--- src/rtl/psum_adder_pack.sv ---
// Collects one psum per lane, adds the triplet with saturation and emits a
// NoC packet to the output memory; pulses done after every NUM_OUT packets.

module psum_lane #(
  parameter int DWIDTH = 8
) (
  input  logic              clk,
  input  logic              rst_n,
  input  logic [DWIDTH-1:0] data_i,
  input  logic              valid_i,
  input  logic              clr_i,
  output logic              ready_o,
  output logic              full_o,
  output logic [DWIDTH-1:0] data_o
);
  logic              full_q, full_d;
  logic [DWIDTH-1:0] data_q, data_d;
  logic              xfer;

  assign ready_o = !full_q;
  assign xfer    = valid_i && !full_q;
  assign full_o  = full_q;
  assign data_o  = data_q;

  // clr only fires when every lane is full, so it never collides with xfer
  always_comb begin
    full_d = full_q;
    data_d = data_q;
    if (clr_i) begin
      full_d = 1'b0;
    end else if (xfer) begin
      full_d = 1'b1;
      data_d = data_i;
    end
  end

  always_ff @(posedge clk or negedge rst_n) begin
    if (!rst_n) begin
      full_q <= 1'b0;
      data_q <= '0;
    end else begin
      full_q <= full_d;
      data_q <= data_d;
    end
  end
endmodule

module psum_adder_pack #(
  parameter int          DWIDTH   = 8,
  parameter int          PWIDTH   = 47,
  parameter logic [2:0]  SRC_ADDR = 3'b100,
  parameter logic [3:0]  DST_ADDR = 4'b0101,
  parameter int          NUM_OUT  = 5
) (
  input  logic              clk,
  input  logic              rst_n,
  input  logic [DWIDTH-1:0] in0_data,
  input  logic [DWIDTH-1:0] in1_data,
  input  logic [DWIDTH-1:0] in2_data,
  input  logic              in0_valid,
  input  logic              in1_valid,
  input  logic              in2_valid,
  output logic              in0_ready,
  output logic              in1_ready,
  output logic              in2_ready,
  output logic [PWIDTH-1:0] out_packet,
  output logic              out_valid,
  input  logic              out_ready,
  output logic              done
);
  localparam int         NUM_LANES = 3;
  localparam logic       COLLECT   = 1'b0;
  localparam logic       SEND      = 1'b1;
  localparam logic [7:0] LAST_CNT  = 8'(NUM_OUT - 1);
  localparam logic [DWIDTH+1:0] MAX_SUM = {2'b00, {DWIDTH{1'b1}}};

  logic [NUM_LANES-1:0][DWIDTH-1:0] ln_in, ln_held;
  logic [NUM_LANES-1:0]             ln_valid, ln_ready, ln_full;
  logic                             load, out_acc;

  assign ln_in    = {in2_data, in1_data, in0_data};
  assign ln_valid = {in2_valid, in1_valid, in0_valid};
  assign {in2_ready, in1_ready, in0_ready} = ln_ready;

  genvar g;
  generate
    for (g = 0; g < NUM_LANES; g++) begin : g_lane
      psum_lane #(.DWIDTH(DWIDTH)) u_lane (
        .clk     (clk),
        .rst_n   (rst_n),
        .data_i  (ln_in[g]),
        .valid_i (ln_valid[g]),
        .clr_i   (load),
        .ready_o (ln_ready[g]),
        .full_o  (ln_full[g]),
        .data_o  (ln_held[g])
      );
    end
  endgenerate

  logic              state_q, state_d;
  logic [PWIDTH-1:0] pkt_q, pkt_d;
  logic [7:0]        cnt_q, cnt_d;
  logic              done_q, done_d;
  logic [DWIDTH+1:0] sum;
  logic [DWIDTH-1:0] res;

  assign load    = (state_q == COLLECT) && (&ln_full);
  assign out_acc = (state_q == SEND) && out_ready;

  // Two guard bits hold the worst case 3*(2^DWIDTH-1) without wrapping
  assign sum = {2'b00, ln_held[0]} + {2'b00, ln_held[1]} + {2'b00, ln_held[2]};
  assign res = (sum > MAX_SUM) ? {DWIDTH{1'b1}} : sum[DWIDTH-1:0];

  always_comb begin
    state_d = state_q;
    pkt_d   = pkt_q;
    cnt_d   = cnt_q;
    done_d  = 1'b0;
    if (load) begin
      state_d                 = SEND;
      pkt_d                   = '0;
      pkt_d[PWIDTH-1 -: 4]    = DST_ADDR;
      pkt_d[PWIDTH-5 -: 3]    = SRC_ADDR;
      pkt_d[DWIDTH-1:0]       = res;
    end
    if (out_acc) begin
      state_d = COLLECT;
      if (cnt_q == LAST_CNT) begin
        cnt_d  = '0;
        done_d = 1'b1;
      end else begin
        cnt_d = cnt_q + 8'd1;
      end
    end
  end

  always_ff @(posedge clk or negedge rst_n) begin
    if (!rst_n) begin
      state_q <= COLLECT;
      pkt_q   <= '0;
      cnt_q   <= '0;
      done_q  <= 1'b0;
    end else begin
      state_q <= state_d;
      pkt_q   <= pkt_d;
      cnt_q   <= cnt_d;
      done_q  <= done_d;
    end
  end

  assign out_valid  = (state_q == SEND);
  assign out_packet = pkt_q;
  assign done       = done_q;
endmodule

--- config.mk ---
export PLATFORM = sky130hd
export DESIGN_NAME = psum_adder_pack
export DESIGN_NICKNAME = d
export VERILOG_FILES = /design/src/rtl/psum_adder_pack.sv
export SDC_FILE = /design/constraint.sdc
export NUM_CORES = 1
export LEC_CHECK = 0
export CORE_ASPECT_RATIO = 1.4
export CORE_MARGIN = 10
export CORE_UTILIZATION = 35
export CTS_CLUSTER_SIZE = 12
export DETAILED_ROUTE_END_ITERATION = 8
export MAX_ROUTING_LAYER = met4
export PLACE_DENSITY = 0.73
export REMOVE_ABC_BUFFERS = 1
export SETUP_SLACK_MARGIN = 0.15
export SLEW_MARGIN = 20
export SYNTH_ARGS = -nofsm -noshare
export SYNTH_HDL_FRONTEND = slang
export SYNTH_SLANG_ARGS = --single-unit
--- constraint.sdc ---
create_clock -name clk -period 7.4 [get_ports clk]
set_input_delay 2.22 -clock clk [delete_from_list [all_inputs] [get_ports clk]]
set_output_delay 2.22 -clock clk [all_outputs]
set_load 0.02 [all_outputs]
==> results, run 1 <==
- In this run the power density over the cells is 497 mW/mm^2.
- The portion of the post-synthesis area used by sequential elements is 43.8%.
- TritonCTS built the clock tree.
- Setup repair after global routing left no endpoint under its margin.
- The top-area cell type share of the netlist area is 43.8%.
- The CTS buffer count is 5.
- The cell with the largest stage delay on the worst path is clkdlybuf4s50_1.
- Using the TritonRoute via totals, the vias-per-cell ratio works out to 4.38.
- The critical path goes through inv_1 > clkdlybuf4s50_1.
- The placed instance count is 365.
- The worst setup path is of the reg -> out kind.
- After detailed routing, the average wire length per cell comes to 13.5 um.
- The number of buffers and inverters on the critical path is 2.
- The first detailed-routing pass took 4 iterations.
- From bottom edge to top edge, the die measures 122 um.
- By area the synthesized netlist is led by dfrtp_1 44%, buf_4 11%, mux2_2 9.0%.
- The starting density of the core is 35.9%.
- Entering global routing, the biggest net connects 47 pins.
- Of all nets on the critical path, the largest fanout is 4.
- At the end of routability-driven placement, the weighted congestion stood at 0.801.
- The final critical delay including setup and external delays is 3.70 ns.
- The final antenna diode count is 0.
- The number of clock sinks seen by CTS is 46.
- The kind of path behind the tightest hold check is reg -> reg.
- By count the netlist is led by 46 x dfrtp_1, 38 x buf_4, 21 x mux2_2, 21 x nor2_1, 12 x inv_1.
- For the pin with the worst max-slew slack, the measured transition is 0.906 ns.
- For this design the top-level I/O count stands at 82.
- The number of gates resized after CTS was 0.
- Across the routed clock network, the largest skew measured is 0.0120 ns.
- The worst reg-to-reg setup slack is 4.32 ns.
- The post-synthesis cell type with the largest combined area is dfrtp_1.
- The antenna violation net count after detailed routing is 0.
- The number of nets at the end of the flow is 323.
- The cell count after synthesis is 232.
- STA classifies the critical path endpoint as an output pin.
- The final critical-path share of the clock period is 50.0%.
- The final wirelength is 5040 um.
- After legalization and detailed placement, the total HPWL measured 4230 um.
- The first global-routing pass estimated 8420 um of wire.
- The number of distinct library cell variants in the gate-level netlist after synthesis is 39.
- The number of hold violations in the final report is 0.
- Counting instances, the worst hold path has a depth of 1.
- Yosys instantiated no cell more often than dfrtp_1.
- The reported leakage power is 1.36 nW.
- The worst max-slew margin expressed relative to the limit is 39.2%.
- The Yosys step of the flow raised 0 warnings.
- CTS built an H-tree with a depth of 2.
- The data required time at the worst endpoint is 5.18 ns.
- The main flop type after synthesis is dfrtp_1.
- The startpoint identified for the worst hold timing path is cnt_q[7]$_DFFE_PN0P_.
- The via count is 1634.
- The signed area change from the synthesized netlist to the final layout is 17.9%.
- The run finished with clean final reports.
- In this design, the largest share of critical-path delay is due to buffers and inverters.
- The worst hold path terminates at cnt_q[7]$_DFFE_PN0P_.
- The number of port buffers is 45.
- Clock-pin slew was measured on the worst setup and hold paths at 0.09 ns.
- The share of flip-flops with an asynchronous set or reset is 100%.
- The floorplan die area is 0.0114 sq mm.
- The highest clock rate is 0.270 GHz.
- The number of global-route vias before repair was 1827.
- After synthesis, the mean cell area works out to 11.3 sq um.
- The maximum root-to-sink buffer count is 2.
- The die width is 93.2 um.
- For this design, the CTS-stage hold fixing added 0 buffers.
- VDD sags by at most 273 uV.
- Setup violations remaining at the end of the flow were counted as 0.
- For this run, design rule violations remaining after detail routing come to 0.
- The initial antenna violation count is 0.
- The maximum single-stage delay on the critical path is 0.62 ns.
- After clock tree synthesis, the setup repair step added 0 buffers.
- The total overflow left after global routing is 0.
- For the final routed database, the setup TNS stands at 0 ns.
- The first routing iteration left 33 violations.
- The netlist area before placement is 0.00263 sq mm.
- The final max-slew violation count came to 0.
- The endpoint identified for the worst register-to-register timing path is out_packet[5]$_DFFE_PN0P_.
- Counting flops with a built-in enable in the synthesized netlist gives 0.
- The tool flagged a number of max-cap violations equal to 0.
- The worst setup path is launched from a flip-flop.
- The worst-skew pair later-pin latency is 0.29 ns.
- The floorplan step defined a core boundary enclosing 0.00731 sq mm.
- After synthesis the netlist holds a flip-flop and latch count of 46.
- Measured in cells, the most critical reg-to-reg path has a length of 10.
- In the final layout, the share of cells above drive strength 1 is 14.9%.
- The count of placed standard cells in the final layout, fillers left out is 373.
- The start of the worst register-to-register path is g_lane[0].u_lane.data_o[1]$_DFFE_PN0P_.
- In the global route stage, overall resource usage came out at 9.18%.
- At the worst endpoint, the arrival time is 1.48 ns.
- The count of standard-cell rows is 37.
- The cell at the root of the clock tree is clkbuf_8.
-- final cells by class --
type | instances | area (sq um)
fillers | 716 | 4220
multi-input cells | 165 | 1240
flip-flops and latches | 46 | 1150
repair buffers | 45 | 448
well taps | 97 | 121
clock buffers | 5 | 68.8
inverters | 12 | 45.0
clock inverters | 3 | 18.8
-- registers in the layout, summed over array words and instances (netlist names) --
signal and count:
g_lane.u_lane.data_o 24, out_valid 1, g_lane.u_lane.full_o 3, done 1, cnt_q 8, out_packet 9
-- worst max-delay path by stage --
stage                                        endpoint                           startpoint  cells past startpoint  slack (ns)
2_1_floorplan                    cnt_q[7]$_DFFE_PN0P_                            out_ready                      5        4.22
3_3_place_gp   g_lane[2].u_lane.data_o[7]$_DFFE_PN0P_                            in2_valid                      3        3.43
3_5_place_dp   g_lane[2].u_lane.data_o[6]$_DFFE_PN0P_                            in2_valid                      3        3.41
4_1_cts                                     in0_ready  g_lane[0].u_lane.full_o$_DFFE_PN0P_                      2        3.69
5_1_grt                                     in0_ready  g_lane[0].u_lane.full_o$_DFFE_PN0P_                      2        3.62
6_report                                    in0_ready  g_lane[0].u_lane.full_o$_DFFE_PN0P_                      2        3.70
-- layout by cell type, fill, tap and decap left out, drive strengths merged, types with 3 or more instances in the layout --
cell type / synthesis / layout
dfrtp: 46 / 46
clkdlybuf4s50: 0 / 44
conb: 1 / 36
nor2: 21 / 21
mux2: 21 / 21
inv: 12 / 13
fa: 9 / 9
ha: 9 / 9
o21ai: 8 / 8
nand2: 7 / 7
a21oi: 7 / 7
a31oi: 6 / 6
xor2: 5 / 5
clkbuf: 3 / 5
nor2b: 4 / 4
xnor2: 4 / 4
nand4: 3 / 3
nand3: 3 / 3
-- per-layer routing --
metal  routed length (um)  vias to the layer above  global-route usage (%)  share of wire (%)
met5                    0                        -                       -                  0
met4                   45                        0                    2.13               0.89
met3                  342                        4                    3.18                6.8
met2                 2640                       54                    16.3                 52
met1                 2020                      791                    9.55                 40
li1                     -                      785                       -                  -
-- per-stage QoR --
| step | total power, W | cell area [sq um] | setup slack (ns) | util, % | hold WS, ns |
|---|---|---|---|---|---|
| after floorplan | 0.00118 | 2440 | 4.22 | - | 0.446 |
| after global placement | 0.00137 | 3010 | 3.43 | 41.1 | 0.468 |
| after detailed placement | 0.00140 | 3010 | 3.41 | 41.1 | 0.476 |
| after CTS | 0.00156 | 3090 | 3.69 | 42.3 | 0.487 |
| after global routing | 0.00169 | 3100 | 3.62 | 42.3 | 0.507 |
| final | 0.00154 | 3100 | 3.70 | 42.3 | 0.480 |
-- cell families after synthesis --
logic type / Yosys count / share of synthesized area, %
multiplexers: 21 / 9.00
flip-flops: 46 / 43.8
XOR/XNOR: 9 / 3.00
adder cells (fa/ha/maj): 18 / 11.1
AND/OR/NAND/NOR: 53 / 10.9
buffers and inverters: 56 / 13.8
other: 1 / 0.143
AO/OA/AOI/OAI: 28 / 8.19
-- where the power goes --
part	switching, W	total [W]	internal (W)
clock network	0.0000835	0.000150	0.0000666
registers	0.0000807	0.000437	0.000356
logic	0.000526	0.000951	0.000425
total	0.000690	0.00154	0.000848
No activity file was read; power rests on OpenSTA's default activity.
==> run 2: changes to the inputs <==
Settings changed: PLACE_DENSITY 0.73 to 0.75.
Clock period 7.4 ns to 3.1 ns, I/O delays scaled along.
==> run 2 against run 1 <==
Hold slack worse by 0.0037 ns. Largest power group unchanged. Combinational power grew to 2.6 times the previous value. Non-clock buffer count rose by 4. Critical path depth grew 8. First-iteration DRC count grew 130%. Highest routed layer unchanged. Die area stayed put.
==> results, run 2 (synthesis results as in run 1) <==
- The number of fill cells is 735.
- The final route contains 1671 vias.
- The proportion of layout cells with a drive suffix above 1 is 17.5%.
- The number of nets at the end of the flow is 327.
- TritonCTS built the clock tree.
- Summing all multi-input logic gate instances after layout gives 0.00126 sq mm.
- The run finished with clean final reports.
- Max-cap violations in this run came to 0.
- The number of clock sinks seen by CTS is 46.
- In this run the tightest slew margin relative to its limit is 36.3%.
- STA classifies the critical path startpoint as a flip-flop.
- The critical path contains buffers and inverters numbering 2 combined.
- The library cell used most frequently in the layout, excluding fill and tap cells, is dfrtp_1.
- The kind of path behind the tightest hold check is reg -> reg.
- The dominant delay contributor by cell family on the critical path is adder cells.
- The start point of the worst min-delay path is cnt_q[7]$_DFFE_PN0P_.
- The number of buffers added to fix hold violations after cts is 0.
- In this run the horizontal extent of the chip is 93.2 um.
- The first-pass detailed-route iteration total is 3.
- Across the VDD grid, the largest voltage drop is 723 uV.
- The storage element area is 0.00115 sq mm.
- The signed area change from the synthesized netlist to the final layout is 20.5%.
- Setup repair after global routing left no endpoint under its margin.
- In the routed layout, each cell is associated on average with a via count of 4.43.
- The critical path goes through inv_1 > fa_1 > inv_1 > ha_2 > fa_2 > a211oi_2 > o21bai_1 > o31ai_1 > and4_4 > a31oi_2.
- The floorplan die area is 0.0114 sq mm.
- The endpoint type of the worst setup path is a flip-flop.
- The root buffer cell chosen for the clock tree is clkbuf_8.
- The slew at the pin closest to its max-slew limit is 0.948 ns.
- The category of the most critical setup path is reg -> reg.
- STA puts the critical path data required time at 3.23 ns.
- The residual DRC count is 0.
- The number of port buffers is 45.
- The antenna violation net count after detailed routing is 0.
- The area of the core is 0.00731 sq mm.
- The final critical delay including setup and external delays is 2.69 ns.
- The critical path launch point is g_lane[0].u_lane.data_o[1]$_DFFE_PN0P_.
- The most numerous cell on the critical path is inv_1.
- After floorplanning, the core was divided into 37 placement rows.
- The clock tree synthesis step divided the H-tree into 2 levels.
- The global-route usage over all layers is 9.84%.
- The worst-skew pair later-pin latency is 0.30 ns.
- The die is 122 um tall.
- The final antenna diode count is 0.
- Clock-pin slew was measured on the worst setup and hold paths at 0.09 ns.
- The final wirelength is 5270 um.
- Entering global routing, the biggest net connects 47 pins.
- Global routing finished with a remaining overflow of 0.
- The final max-slew violation count is 0.
- Prior to clock tree synthesis, the placed netlist has a worst setup slack of 0.0716 ns.
- For this run, the slowest stage of the critical path takes 0.53 ns.
- The total power divided by cell area is 1240 mW/mm^2.
- The global placer's final weighted congestion is 0.786.
- The first global-routing pass estimated 8820 um of wire.
- For this design the top-level I/O count stands at 82.
- The clock passes through at most 2 buffers.
- The analysis attributes to cell leakage a power of 1.39 nW.
- The starting density of the core is 35.9%.
- In the layout the commonest cells are 46 x dfrtp_1, 44 x clkdlybuf4s50_1, 36 x conb_1, 21 x nor2_1, 21 x mux2_2.
- The final critical-path share of the clock period is 86.8%.
- The worst path meets setup with 0.411 ns of slack.
- The top fanout value on the critical path is 8.
- The CTS buffer count is 5.
- Based on the critical path, the design can be clocked at up to 0.372 GHz.
- On the final layout, the worst clock skew is 0.0112 ns.
- The slowest stage of the critical path belongs to the cell fa_1.
- After detailed routing, the average wire length per cell comes to 14.0 um.
- The number of hold violations in the final report was 0.
- The wire-length estimate of the detail-placed layout is 4300 um.
- Setup violations remaining at the end of the flow were counted as 0.
- The initial antenna violation count is 0.
- The detailed router finished its first iteration with 75 violations.
- The worst register-to-register path begins at g_lane[0].u_lane.data_o[1]$_DFFE_PN0P_.
- The post-route setup TNS is 0 ns.
- The register with the most flip-flops in the layout has 24 of them.
- The number of global-route vias before repair is 1876.
- Data on the critical path arrives at its endpoint at 2.82 ns.
==> run 2: cell types whose count changed in the layout (fill, tap and decap cells not counted), sizes merged <==
cell and change:
clkinv -1, bufinv +1, buf +4
==> run 2: cell type report <==
class	count	share of cell area [%]
clock inverter	3	1.38
tap	97	3.84
inverter	12	1.42
multi-input combinational	165	39.7
clock buffer	5	2.17
sequential	46	36.4
timing repair buffer	49	15.1
==> run 2: metrics by stage <==
stage               util [%]  power, W  hold slack (ns)  cell area, sq um  std cells
CTS                     43.0   0.00387            0.486              3140        376
detailed placement      41.4   0.00339            0.472              3030        368
floorplan                  -   0.00283            0.446              2440        223
finish                  43.3   0.00393            0.477              3160        377
global route            43.3   0.00433            0.493              3160        377
global placement        41.4   0.00329            0.468              3030        368
==> run 2: per-layer routing <==
metal  up-vias  track usage [%]  part of all wire (%)
met1       814             10.3                    40
met4         0             3.19                   1.4
met3         6             3.67                   7.0
met2        55             16.7                    52
met5         -                -                     0
li1        796                -                     -
==> run 2: worst register-to-register path, cell delays in order, from the launching register on <==
cell and delay, ns:
dfrtp_1 0.33, inv_1 0.06, fa_1 0.53, inv_1 0.04
ha_2 0.20, fa_2 0.39, a211oi_2 0.20, o21bai_1 0.12
o31ai_1 0.21, and4_4 0.35, a31oi_2 0.10
==> run 2: repair_timing <==
action / in CTS / in global routing
setup buffers: 0 / 1
pin swaps: 0 / 4
endpoints found under the setup margin: 7 / 8
gates resized for setup: 1 / 4
==> run 2: path summary, 6_finish.rpt <==
| kind | end | slack (ns) | cells after the start |
|---|---|---|---|
| hold / removal | cnt_q[7]$_DFFE_PN0P_ | 0.48 | 1 |
| hold reg to reg | cnt_q[7]$_DFFE_PN0P_ | 0.48 | 1 |
| setup reg to reg | out_packet[6]$_DFFE_PN0P_ | 0.41 | 10 |
| max in group asynchronous | g_lane[2].u_lane.full_o$_DFFE_PN0P_ | 2.08 | 1 |
| min in group asynchronous | g_lane[0].u_lane.data_o[6]$_DFFE_PN0P_ | 0.62 | 1 |
| setup / recovery | out_packet[6]$_DFFE_PN0P_ | 0.41 | 10 |
==> run 2: report_power, final <==
| group | internal, W | switching [W] |
|---|---|---|
| Clock | 0.000242 | 0.000209 |
| Sequential | 0.000851 | 0.000192 |
| Combinational | 0.00111 | 0.00133 |
